**config.mk**
```make
export PLATFORM = sky130hd
export DESIGN_NAME = uart_line_pattern_gen_flat
export DESIGN_NICKNAME = d
export VERILOG_FILES = /design/src/rtl/uart_line_pattern_gen_if.sv /design/src/rtl/uart_line_pattern_gen.sv /design/src/flat_wrapper.sv
export SDC_FILE = /design/constraint.sdc
export NUM_CORES = 1
export LEC_CHECK = 0
export CELL_PAD_IN_SITES_DETAIL_PLACEMENT = 2
export CELL_PAD_IN_SITES_GLOBAL_PLACEMENT = 2
export CORE_ASPECT_RATIO = 1.2
export CORE_UTILIZATION = 33
export CTS_CLUSTER_DIAMETER = 150
export DETAILED_ROUTE_END_ITERATION = 10
export PLACE_DENSITY = 0.79
export REMOVE_ABC_BUFFERS = 1
export SETUP_SLACK_MARGIN = 0.1
export SLEW_MARGIN = 30
export SYNTH_ARGS = -nofsm -noshare
export SYNTH_HDL_FRONTEND = slang
export SYNTH_SLANG_ARGS = --single-unit
```
**constraint.sdc**
```tcl
create_clock -name clk -period 2.25 [get_ports clk]
set_input_delay 0.45 -clock clk [delete_from_list [all_inputs] [get_ports clk]]
set_output_delay 0.45 -clock clk [all_outputs]
set_load 0.05 [all_outputs]
```
**src/rtl/uart_line_pattern_gen_if.sv**
```systemverilog
// Byte-wide valid/ready handshake between the pattern source and the UART TX core.
interface uart_line_pattern_gen_if;
  logic       tx_valid;
  logic       tx_ready;
  logic [7:0] tx_byte;

  modport master (
    output tx_valid,
    output tx_byte,
    input  tx_ready
  );

  modport slave (
    input  tx_valid,
    input  tx_byte,
    output tx_ready
  );
endinterface

```
**src/rtl/uart_line_pattern_gen.sv**
```systemverilog
// ASCII test-pattern source: lines of consecutive characters from START_CHAR, each
// terminated by an end-of-line sequence, in staircase or fixed-width mode.
module uart_line_pattern_gen #(
  parameter logic [7:0]  START_CHAR = 8'h30,
  parameter int unsigned SPAN       = 62,
  parameter int unsigned LINE_MODE  = 0,
  parameter int unsigned EOL_MODE   = 0,
  parameter int unsigned CNT_W      = 16
) (
  input  logic                     clk,
  input  logic                     rst,
  input  logic                     en,
  uart_line_pattern_gen_if.master  tx,
  output logic                     busy,
  output logic [CNT_W-1:0]         line_cnt
);

  typedef enum logic [1:0] {StIdle, StChar, StEol1, StEol2} state_e;

  localparam logic [7:0] SpanM1 = 8'(SPAN - 1);

`ifndef SYNTHESIS
  if (SPAN == 0 || SPAN > 255 || (int'(START_CHAR) + SPAN > 256) || EOL_MODE > 2)
  begin : g_param_check
    $error("uart_line_pattern_gen: illegal START_CHAR/SPAN/EOL_MODE combination");
  end
`endif

  state_e           state_q, state_d;
  logic [7:0]       col_q, col_d;
  logic [7:0]       pos_q, pos_d;
  logic [CNT_W-1:0] cnt_q, cnt_d;
  logic [7:0]       last_col;
  logic             xfer;
  logic             line_end;

  assign xfer     = tx.tx_valid && tx.tx_ready;
  // Index of the final character of the current line.
  assign last_col = (LINE_MODE == 1) ? SpanM1 : pos_q;

  // State and counters; reset abandons any line in flight.
  always_ff @(posedge clk or posedge rst) begin
    if (rst) begin
      state_q <= StIdle;
      col_q   <= 8'h00;
      pos_q   <= 8'h00;
      cnt_q   <= '0;
    end else begin
      state_q <= state_d;
      col_q   <= col_d;
      pos_q   <= pos_d;
      cnt_q   <= cnt_d;
    end
  end

  // Next-state: advance only on a transfer; EN is honoured in idle and at line end.
  always_comb begin
    state_d  = state_q;
    col_d    = col_q;
    pos_d    = pos_q;
    cnt_d    = cnt_q;
    line_end = 1'b0;
    unique case (state_q)
      StIdle: begin
        if (en) begin
          state_d = StChar;
          col_d   = 8'h00;
        end
      end
      StChar: begin
        if (xfer) begin
          if (col_q == last_col) state_d = StEol1;
          else                   col_d   = col_q + 8'd1;
        end
      end
      StEol1: begin
        if (xfer) begin
          if (EOL_MODE == 1) state_d  = StEol2;
          else               line_end = 1'b1;
        end
      end
      StEol2: begin
        if (xfer) line_end = 1'b1;
      end
      default: state_d = StIdle;
    endcase
    if (line_end) begin
      cnt_d   = cnt_q + CNT_W'(1);
      pos_d   = (pos_q == SpanM1) ? 8'h00 : pos_q + 8'd1;
      col_d   = 8'h00;
      state_d = en ? StChar : StIdle;
    end
  end

  // Outputs decode purely from state so they hold while the sink stalls.
  always_comb begin
    tx.tx_byte = 8'h00;
    unique case (state_q)
      StIdle: tx.tx_byte = 8'h00;
      StChar: tx.tx_byte = START_CHAR + col_q;
      StEol1: tx.tx_byte = (EOL_MODE == 0) ? 8'h0A : 8'h0D;
      StEol2: tx.tx_byte = 8'h0A;
      default: tx.tx_byte = 8'h00;
    endcase
    tx.tx_valid = (state_q != StIdle);
    busy        = (state_q != StIdle);
    line_cnt    = cnt_q;
  end

endmodule

```
**src/flat_wrapper.sv**
```systemverilog
// flat-port wrapper written by rule: the top's interface ports become plain ports
module uart_line_pattern_gen_flat 
#(
  parameter logic [7:0]  START_CHAR = 8'h30,
  parameter int unsigned SPAN       = 62,
  parameter int unsigned LINE_MODE  = 0,
  parameter int unsigned EOL_MODE   = 0,
  parameter int unsigned CNT_W      = 16
)
  (clk, rst, en, busy, line_cnt, tx_tx_valid, tx_tx_byte, tx_tx_ready);
  uart_line_pattern_gen_if tx_i ();
  input  logic clk;
  input  logic rst;
  input  logic en;
  output logic busy;
  output logic [CNT_W-1:0] line_cnt;
  output wire logic [$bits(tx_i.tx_valid)-1:0] tx_tx_valid;
  output wire logic [$bits(tx_i.tx_byte)-1:0] tx_tx_byte;
  input wire logic [$bits(tx_i.tx_ready)-1:0] tx_tx_ready;
  assign tx_tx_valid = tx_i.tx_valid;
  assign tx_tx_byte = tx_i.tx_byte;
  assign tx_i.tx_ready = tx_tx_ready;
  uart_line_pattern_gen #(.START_CHAR(START_CHAR), .SPAN(SPAN), .LINE_MODE(LINE_MODE), .EOL_MODE(EOL_MODE), .CNT_W(CNT_W)) u_core (.clk(clk), .rst(rst), .en(en), .tx(tx_i), .busy(busy), .line_cnt(line_cnt));
endmodule
```
==> flow_metrics.tcl <==
set metrics [dict create \
    synth-edff-count 0 \
    dpl.hpwl_um 3920 \
    total_power_w 0.00226 \
    fmaxAchievable_mhz 487 \
    ys_ff_latch 34 \
    finalNonFillerCells 317 \
    num_vias 1629 \
    end_kind "output pin" \
    portBuffers 29 \
    gp_congestion 0.754 \
    grt_overflow 0 \
    cts_root_buffer "clkbuf_8" \
    htree_levels 2 \
    layout-drive-gt1-share_pct 10.5 \
    slew_viol_final 0 \
    asyncSetResetFlopFracSynth_pct 100 \
    start_util_pct 34.4 \
    syn2layout_area_growth_pct 25.4 \
    cp-start-kind "flop" \
    ir_worst_vdd_uv 907 \
    grt_first_pass_wirelength_um 9190 \
    grt_pass1_vias 1788 \
    path_buf_inv 1 \
    yosys-top-cells-area "dfrtp_1 (43%), xnor2_1 (8.0%), xor2_1 (5.8%)" \
    synth.avg_cell_area_sq_um 9.48 \
    clockBufferDepth 2 \
    grt_max_degree 35 \
    crit-reg2reg-launch "u_core.col_q[0]" \
    yosysUniqueCellTypes 40 \
    status "completed" \
    finalSetupViolCount 0 \
    fin_worst_skew_ps 4.65 \
    synth_top_area_share_pct 43.3 \
    dieArea_sq_um 6260 \
    synthTopCellsByCount "dfrtp_1 (34), nand2_1 (19), nor2_1 (18), xnor2_1 (18), xor2_1 (13)" \
    yosysMostFrequentCell "dfrtp_1" \
    rrSetupSlack_ps 400 \
    hold_start "u_core.line_cnt[15]" \
    grt_util_all_layers_pct 19.1 \
    finalHoldViolCount 0 \
    clk_latency_ps 290 \
    cp_max_fo 6 \
    r2r_cells 4 \
    die_w_um 72.4 \
    cts.clk_slew.worst_paths_ps 70 \
    fill_cells 642 \
    path_cells "clkdlybuf4s50_1" \
    synthCells 207 \
    fin_hold_ws_ps 467 \
    rsz0062_at_grt "no" \
    max_cap_viol_count 0 \
    nets 247 \
    hold_path_class "flop to flop" \
    crit_family "buffers and inverters" \
    drtIter0Drc 39 \
    relSlewSlack_pct 65.9 \
    crit_arrival_ps 1600 \
    remaining_drc_errors 0 \
    num_io_pins 30 \
    chipHeight_um 86.5 \
    yosysTopAreaCell "dfrtp_1" \
    crit_start "u_core.line_cnt[1]" \
    antenna_found_initial 0 \
    cts_setup_buffers 0 \
    final_area_sq_um 2460 \
    required_ps 1800 \
    cts_tree "yes" \
    hold_depth 1 \
    clock_sinks 34 \
    core_sq_um 5710 \
    crit_slowest_cell "clkdlybuf4s50_1" \
    cts_buffers 5 \
    r2r_end "u_core.col_q[7]" \
    antenna_cells 0 \
    synth_ff_type "dfrtp_1" \
    drtAntennaViolNets 0 \
    period_share_pct 91.2 \
    ys_seq_area_share_pct 43.3 \
    detail_route.wl_per_cell_um 16.7 \
    critPathMaxStageDelay_ps 850 \
    worstSetupPathType "flop to output pin" \
    fin_crit_ps 2050 \
    powerDensity_nw_per_um2 919 \
    vias_per_cell 5.14 \
    holdPathEnd "u_core.line_cnt[15]" \
    fin_tns_setup_ps 0 \
    num_rows 30 \
    first_pass_iters 4 \
    ys_warn_count 0 \
    p_leak_nw 1.11 \
    tightest_slew_ps 510 \
    wl_um 5300 \
    dp_cells 310 \
    placed_area_sq_um 2380 \
    mappedNetlistArea_sq_um 1960 \
]
-- flip-flops by register name, indices dropped and copies added, names as in the netlist --
| name | cells |
|---|---|
| u_core.col_q | 8 |
| u_core.line_cnt | 16 |
| u_core.state_q | 2 |
| u_core.last_col | 8 |
-- cells by family after synthesis --
kind of cell | share of synthesized area, %
flip-flops | 43.3
adder cells (fa/ha/maj) | 3.82
AO/OA/AOI/OAI | 9.43
multiplexers | 1.02
AND/OR/NAND/NOR | 23.5
XOR/XNOR | 13.8
buffers and inverters | 5.03
-- through the flow --
stage | worst slack [ps] | utilization [%]
after floorplan | 98.0 | -
after global placement | 281 | 41.8
after detailed placement | 177 | 41.8
after CTS | 168 | 43.1
after global routing | 131 | 43.1
final | 197 | 43.1
-- placed cells by master (no fill, tap or decap), drive strengths merged, types with 3 or more instances in the layout --
cell	instances
nand2	19
a21o	3
and2	6
xor2	13
o211ai	4
dfrtp	34
and4	6
o21ai	6
ha	6
clkdlybuf4s50	19
xnor2	18
nand4	9
nand3	12
clkbuf	5
nor3	3
and3	5
nor2	18
buf	15
inv	8
-- final cells by class --
cell class / instances / area [sq um] / share of cell area [%]
multi-input cells: 153 / 1010 / 41.2
flip-flops and latches: 34 / 852 / 34.6
clock inverters: 2 / 10.0 / 0.407
clock buffers: 5 / 68.8 / 2.80
inverters: 8 / 30.0 / 1.22
well taps: 80 / 100 / 4.07
repair buffers: 35 / 387 / 15.7
-- routing by layer --
layer | global-route usage, % | up-vias | part of all wire, %
li1 | - | 774 | -
met1 | 22.2 | 828 | 44
met2 | 35.8 | 23 | 53
met3 | 3.49 | 4 | 2.3
met4 | 4.28 | 0 | 0.74
met5 | 0 | - | 0
-- power breakdown --
group          total (W)  leakage (nW)  switching (W)  internal, W
combinational   0.000999         0.635       0.000555     0.000445
clock           0.000436        0.0438       0.000228     0.000208
sequential      0.000828         0.433       0.000150     0.000678
-- how the worst max path moves through the flow --
stage                    endpoint  depth (start not counted)
2_1_floorplan     u_core.col_q[7]                          4
3_3_place_gp      u_core.col_q[7]                          5
3_5_place_dp   u_core.last_col[7]                          6
4_1_cts             tx_tx_byte[6]                          5
5_1_grt               line_cnt[1]                          1
6_report              line_cnt[1]                          1
-- what timing repair did --
action / 4_1_cts / 5_1_grt
hold endpoints to repair: 0 / 0
gates resized for setup: 1 / 1
setup endpoints to repair: 1 / 1
pin swaps: 0 / 0
gates cloned: 0 / 0
hold buffers: 0 / 0
Note: power is estimated with default switching activity, not from simulation.
